===== src/rtl/fab_cmd_host.sv =====
// Command initiator for the fib/fact unit: one command in flight, drives the s/op/in handshake and returns the result.
// Accept -> unit_s is 1 cycle; done -> unit_s low is 1 cycle; done low -> rsp_valid is 1 cycle; req_ready only in IDLE, rsp held until rsp_ready.
module fab_cmd_host #(
  parameter int DATA_W  = 8,
  parameter int TIMEOUT = 255
) (
  input  logic              clk,
  input  logic              reset,
  input  logic              req_valid,
  output logic              req_ready,
  input  logic [1:0]        req_op,
  input  logic [DATA_W-1:0] req_arg,
  output logic              rsp_valid,
  input  logic              rsp_ready,
  output logic [DATA_W-1:0] rsp_data,
  output logic [1:0]        rsp_err,
  output logic              unit_s,
  output logic [1:0]        unit_op,
  output logic [DATA_W-1:0] unit_in,
  input  logic [DATA_W-1:0] unit_out,
  input  logic              unit_done
);

  typedef enum logic [1:0] {
    S_IDLE,
    S_ISSUE,
    S_RELEASE,
    S_RESP
  } state_t;

  typedef struct packed {
    logic [1:0]        op;
    logic [DATA_W-1:0] arg;
  } cmd_t;

  localparam logic [1:0] ERR_OK      = 2'b00;
  localparam logic [1:0] ERR_ILLEGAL = 2'b01;
  localparam logic [1:0] ERR_TO_ISS  = 2'b10;
  localparam logic [1:0] ERR_TO_REL  = 2'b11;
  localparam logic [1:0] OP_ILLEGAL  = 2'b11;

  // A phase lasts at most TIMEOUT cycles; the timer holds 0..TIMEOUT-1 during it.
  localparam logic [15:0] TMAX = 16'(TIMEOUT - 1);

  state_t            state_q, state_d;
  cmd_t              cmd_q, cmd_d;
  logic              unit_s_q, unit_s_d;
  logic              rsp_valid_q, rsp_valid_d;
  logic [DATA_W-1:0] rsp_data_q, rsp_data_d;
  logic [1:0]        rsp_err_q, rsp_err_d;
  logic [15:0]       timer_q, timer_d;
  logic              timed_out;

  assign timed_out = (timer_q >= TMAX);

  always_comb begin
    state_d     = state_q;
    cmd_d       = cmd_q;
    unit_s_d    = unit_s_q;
    rsp_valid_d = rsp_valid_q;
    rsp_data_d  = rsp_data_q;
    rsp_err_d   = rsp_err_q;
    timer_d     = (timer_q == 16'hFFFF) ? timer_q : timer_q + 16'd1;

    case (state_q)
      S_IDLE: begin
        if (req_valid) begin
          if (req_op == OP_ILLEGAL) begin
            state_d     = S_RESP;
            rsp_valid_d = 1'b1;
            rsp_err_d   = ERR_ILLEGAL;
            rsp_data_d  = '0;
          end else begin
            state_d    = S_ISSUE;
            unit_s_d   = 1'b1;
            cmd_d      = '{op: req_op, arg: req_arg};
            rsp_err_d  = ERR_OK;
            rsp_data_d = '0;
          end
        end
      end
      S_ISSUE: begin
        // A done that is already high on entry is taken as the result.
        if (unit_done) begin
          rsp_data_d = unit_out;
          unit_s_d   = 1'b0;
          state_d    = S_RELEASE;
        end else if (timed_out) begin
          unit_s_d    = 1'b0;
          rsp_err_d   = ERR_TO_ISS;
          rsp_data_d  = '0;
          rsp_valid_d = 1'b1;
          state_d     = S_RESP;
        end
      end
      S_RELEASE: begin
        if (!unit_done) begin
          rsp_err_d   = ERR_OK;
          rsp_valid_d = 1'b1;
          state_d     = S_RESP;
        end else if (timed_out) begin
          rsp_err_d   = ERR_TO_REL;
          rsp_valid_d = 1'b1;
          state_d     = S_RESP;
        end
      end
      S_RESP: begin
        if (rsp_ready) begin
          rsp_valid_d = 1'b0;
          state_d     = S_IDLE;
        end
      end
      default: begin
        state_d = S_IDLE;
      end
    endcase

    if (state_d != state_q) begin
      timer_d = '0;
    end
  end

  always_ff @(posedge clk) begin
    if (reset) begin
      state_q     <= S_IDLE;
      cmd_q       <= '0;
      unit_s_q    <= 1'b0;
      rsp_valid_q <= 1'b0;
      rsp_data_q  <= '0;
      rsp_err_q   <= ERR_OK;
      timer_q     <= '0;
    end else begin
      state_q     <= state_d;
      cmd_q       <= cmd_d;
      unit_s_q    <= unit_s_d;
      rsp_valid_q <= rsp_valid_d;
      rsp_data_q  <= rsp_data_d;
      rsp_err_q   <= rsp_err_d;
      timer_q     <= timer_d;
    end
  end

  assign req_ready = (state_q == S_IDLE);
  assign rsp_valid = rsp_valid_q;
  assign rsp_data  = rsp_data_q;
  assign rsp_err   = rsp_err_q;
  assign unit_s    = unit_s_q;
  assign unit_op   = cmd_q.op;
  assign unit_in   = cmd_q.arg;

endmodule

===== config.mk =====
export PLATFORM = sky130hd
export DESIGN_NAME = fab_cmd_host
export DESIGN_NICKNAME = d
export VERILOG_FILES = /design/src/rtl/fab_cmd_host.sv
export SDC_FILE = /design/constraint.sdc
export NUM_CORES = 1
export LEC_CHECK = 0
export ABC_AREA = 1
export BUFFER_PORTS_ARGS = -buffer_cell sky130_fd_sc_hd__buf_2
export CAP_MARGIN = 20
export CELL_PAD_IN_SITES_DETAIL_PLACEMENT = 2
export CELL_PAD_IN_SITES_GLOBAL_PLACEMENT = 2
export CORE_MARGIN = 1
export CORE_UTILIZATION = 30
export DETAILED_ROUTE_END_ITERATION = 12
export PLACE_DENSITY = 0.86
export SKIP_LAST_GASP = 1
export SLEW_MARGIN = 20
export SYNTH_ARGS = -nofsm -noshare
export SYNTH_HDL_FRONTEND = slang
export SYNTH_SLANG_ARGS = --single-unit

===== constraint.sdc =====
create_clock -name clk -period 2.1 [get_ports clk]
set_clock_uncertainty 0.05 [all_clocks]
set_input_delay 0.21 -clock clk [delete_from_list [all_inputs] [get_ports clk]]
set_output_delay 0.21 -clock clk [all_outputs]
set_load 0.01 [all_outputs]

After elaboration in Yosys (flattened, before gate mapping). Index checks and enable logic that the tools add are counted. Widths: inputs -> output; s select.

Register bits after elaboration: 40. Bits of input ports: 23. Output and inout port bits: 23. Logic and storage cells: 64.

Add/subtract/negate cells: 1. Order comparisons: 1. Equal/unequal tests: 14. Multiplexer cells: 30. Bitwise logic cells: 1. Reductions and logical operators: 9.

Operator list (count): $mux 8 (3); $mux 2 (11); $add 16x1->16 const B (1); $eq 16x16->1 const B (1); $ge 16x8->1 const B (1); $pmux 8 s2 (1); $mux 1 (11); $ne 2x2->1 const B (5); $pmux 2 s4 (1); $reduce_and 4->1 (2); $eq 2x2->1 const B (3); $ne 3x3->1 const B (2); $pmux 2 s3 (1); $reduce_and 3->1 (2); $reduce_and 5->1 (1); $pmux 1 s4 (1); $reduce_bool 3->1 (1); $eq 2x1->1 const B (1); $logic_not 2->1 (1); $ne 2x1->1 const B (1); $ne 2x2->1 (1); $pmux 1 s2 (1); $reduce_bool 2->1 (1); $reduce_or 2->1 (1); $not 1->1 (1).

Logic depth before layout (Yosys ltp).
Word-level depth: 6. Gate-level depth with buffers: 14.

Least setup slack after synthesis. Ideal clock, no wire load.

Kind: flip-flop to flip-flop. From: register state_q[1]. To: register timer_q[7]. Data arrival time: 1.684 ns. Setup slack: 0.293 ns. Stages on the path, launching flop included: 11. Path buffers: 1. Cells stage by stage: dfxtp_1 -> inv_1 -> ha_1 -> inv_2 -> o21ai_0 -> a31oi_1 -> nand2_1 -> nand3_1 -> nand3_4 -> buf_6 -> nor3_2.

Elaborated cells on any way between the ends: 12. Classes of those cells: eq/ne: 4; mux: 6; reduce/logical: 2.

RTL lines: start: declaration (line 45) `state_t state_q, state_d;`; start signal: assignment (line 133) `state_q <= state_d;`; $logic_not 2->1; via req_ready (line 10) `output logic req_ready,`; $pmux 2 s4 (line 65) `case (state_q)`; $ne 2x2->1 (line 118) `if (state_d != state_q) begin`; $reduce_or 2->1 (no line); end signal: assignment (line 139) `timer_q <= timer_d;`; end: declaration (line 51) `logic [15:0] timer_q, timer_d;`.

The timed path passes the listed nets, and every way through them passes these cells. A chain may end at the register's enable or synchronous reset.

Worst setup path in the final report.
From: register state_q[0]. To: register timer_q[6].

Word-level cells in the longest chain between the ends: 5. Elaborated cells on any way between the ends: 12. Classes of those cells: eq/ne: 4; mux: 6; reduce/logical: 2.

Ends and longest elaborated chain (line): $mux 2 (88, 101); $mux 2 (on tied branches) (97, 84); $pmux 2 s4 (65); $ne 2x2->1 * (118); $reduce_or 2->1 (no line) *.

Every way passes the cells marked *; elsewhere a longest branch is shown, timed or not.

==> reports/results.ini <==
[logic_synthesis]
synth.ff_latch_count = 40
syn_area_um2 = 2090
synth_nets = 309
seq_area_frac_synth_pct = 38.4
yosys_warnings = 0
syn_area_per_cell_um2 = 7.45
synth_cell_type_count = 28
netlist_instances = 280

[timing]
maxSlewViolCount = 0
finalHoldViolCount = 0
fin_tns_setup_ns = 0
min_period_ns = 1.97
slew-limit-headroom_pct = 77.5
rsz0062_at_grt = true
finalCritPeriodShare_pct = 93.6
max_freq_ghz = 0.509
worst_slew_pin_slew_ns = 0.336
setup_viol = 0
worst_slack_ns = 0.134

[global_routing]
grt_use_total_pct = 18.3
antenna_found_initial = 0
grt_overflow = 0
grt_pass1_vias = 2190
grt_pass1_wl_um = 10400
grt_start_max_net_pins = 22

[clock_network]
cts_hold_buf = 0
clkLatencyLatePin_ns = 0.30
cts_inserted_buffers = 5
clock_path_buffers = 2
cts-root-buf = clkbuf_8
cts.reportedPaths.clkPinSlew_ns = 0.09
htreeDepth = 2
clock-sinks = 40
cts_tree = built

[placed_design]
dp_hpwl_um = 4690
place_ws_ns = -0.00299
place_congestion = 0.752
io_buffers = 45
place_inst = 403

[worst_setup_path]
r2r_slack_ns = 0.13
rr_worst_depth = 10
worst_ep_required_time_ns = 2.28
crit_type = reg2reg
reg2reg_from = state_q[0]
reg2reg_to = timer_q[6]
worstPathArrival_ns = 2.15
crit_path_max_fanout = 12
endpoint_kind = flop
startpoint_type = flop

[routing]
vias_per_cell = 5.03
routed_wl_um = 6460
vias = 2094
firstDrtPassIters = 3
drtIter0Drc = 45
drtAntennaViolNets = 0
post_drt_wl_per_cell_um = 15.5
drc = 0

[cells_and_area]
final_nets = 364
regArea_um2 = 810
drive_above_1_share_pct = 29.8
multi_input_area_um2 = 1180
antenna_cells = 0
areaGrowthSynthToFinish_pct = 26.8
fillers = 815
final_cells = 416

[die]
dieWidth_um = 85.4
pin_count = 46
core_area_um2 = 6760
die_h_um = 85.4
rows = 30
dieArea_um2 = 7290
start_util_pct = 30.9

[worst_hold_path]
min_to = rsp_data[2]
hold_path_depth = 3
holdCritStartpoint = unit_out[2]
hold_class = in2reg

[power]
p_per_area_nw_per_um2 = 914
leakage_nw = 1.05
vdd_drop_max_mv = 0.354

[outcome]
status = complete, no violations

[run]
cap_violations = 0

==> cell families after synthesis <==
| group | after synthesis | share of synthesized area (%) |
|---|---|---|
| compound gates | 41 | 10.1 |
| xor+xnor | 11 | 4.62 |
| simple gates | 149 | 36.3 |
| fa+ha+maj | 6 | 3.60 |
| buf+inv | 33 | 7.02 |
| flops | 40 | 38.4 |
==> registers in the layout, summed over array words and instances, names as in the netlist <==
signal and cells:
rsp_data 8, rsp_valid 1, state_q 2, unit_in 8, unit_s 1, unit_op 2
timer_q 16, rsp_err 2
==> what timing repair did <==
action	CTS	global route
resized for setup	0	14
setup endpoints to repair	7	25
buffers inserted	2	3
pin swaps	0	1
==> worst max-delay path by stage <==
stage | slack [ns] | startpoint | end | depth (start not counted)
5_1_grt | -0.08 | state_q[0] | timer_q[1] | 10
3_5_place_dp | -0.003 | state_q[1] | timer_q[5] | 9
3_3_place_gp | 0.14 | state_q[0] | timer_q[5] | 9
6_report | 0.13 | state_q[0] | timer_q[6] | 10
4_1_cts | 0.05 | state_q[0] | timer_q[6] | 10
2_1_floorplan | 0.29 | state_q[1] | timer_q[7] | 10
==> worst max-delay path, cell delays in order, from the launching register on <==
cell and delay [ns]:
dfxtp_4 0.38, clkinvlp_4 0.14, ha_2 0.23, inv_2 0.07, o21ai_0 0.12, a31oi_1 0.24
nand2_1 0.14, nand3_2 0.10, nand3_4 0.08, buf_12 0.16, nor3_2 0.17
==> stage by stage <==
| step | instance area (um^2) | hold slack (ns) | power, mW | util (%) |
|---|---|---|---|---|
| after global placement | 2410 | 0.396 | 1.57 | 35.7 |
| after global routing | 2650 | 0.125 | 2.57 | 39.1 |
| final | 2650 | 0.121 | 2.42 | 39.1 |
| after floorplan | 2090 | 0.229 | 1.38 | - |
| after CTS | 2570 | 0.113 | 2.37 | 38.0 |
| after detailed placement | 2410 | 0.409 | 1.60 | 35.7 |
==> cells in the mapped netlist <==
master / count / area, um^2
nor2_1: 30 / 113
nand2_4: 1 / 11.3
inv_1: 23 / 86.3
inv_2: 2 / 7.51
nor3_1: 12 / 60.1
a31oi_1: 2 / 12.5
nor2_2: 4 / 25.0
nand2_1: 48 / 180
or2_1: 1 / 6.26
dfxtp_1: 40 / 801
clkbuf_1: 4 / 15.0
nor2_4: 1 / 11.3
nor3_2: 10 / 100
xor2_1: 6 / 52.6
xnor2_1: 5 / 43.8
nand3b_1: 1 / 7.51
ha_1: 6 / 75.1
nor3_4: 1 / 16.3
nand2_2: 6 / 37.5
nand3_4: 1 / 17.5
nand4_1: 1 / 6.26
nand3_2: 1 / 10.0
o21ai_0: 11 / 55.1
a21oi_1: 26 / 130
o22ai_1: 2 / 12.5
buf_6: 3 / 33.8
clkinv_1: 1 / 3.75
nand3_1: 31 / 155
==> final cells by class <==
cell class              count  share of cell area (%)
clock buffers               7                    3.64
repair buffers             55                    12.3
flip-flops and latches     40                    30.6
clock inverters             1                    1.14
inverters                  26                    3.83
well taps                  80                    3.78
multi-input cells         207                    44.7
==> placed cells by master (no fill, tap or decap), types with 4 or more instances in the layout <==
master	instances
nor2_1	30
nand3_1	30
inv_1	22
nor2_2	4
clkbuf_8	7
o21ai_0	11
buf_2	45
nor3_1	9
xor2_1	6
buf_4	8
nand2_2	6
a21oi_1	26
dfxtp_1	37
nor3_2	13
xnor2_1	5
ha_1	4
nand2_1	48
==> where the power goes <==
group	internal [mW]	total, mW	switching [mW]
registers	0.831	0.886	0.0551
logic	0.283	0.812	0.528
clock network	0.420	0.720	0.300
==> metal layers <==
metal | GRT usage [%] | wire length [um] | vias up
met5 | 0 | 0 | -
met4 | 6.36 | 93 | 0
met3 | 5.16 | 295 | 6
met2 | 32.5 | 3240 | 41
met1 | 21.2 | 2830 | 1023
li1 | - | - | 1024
(Power assumes the default switching activity.)
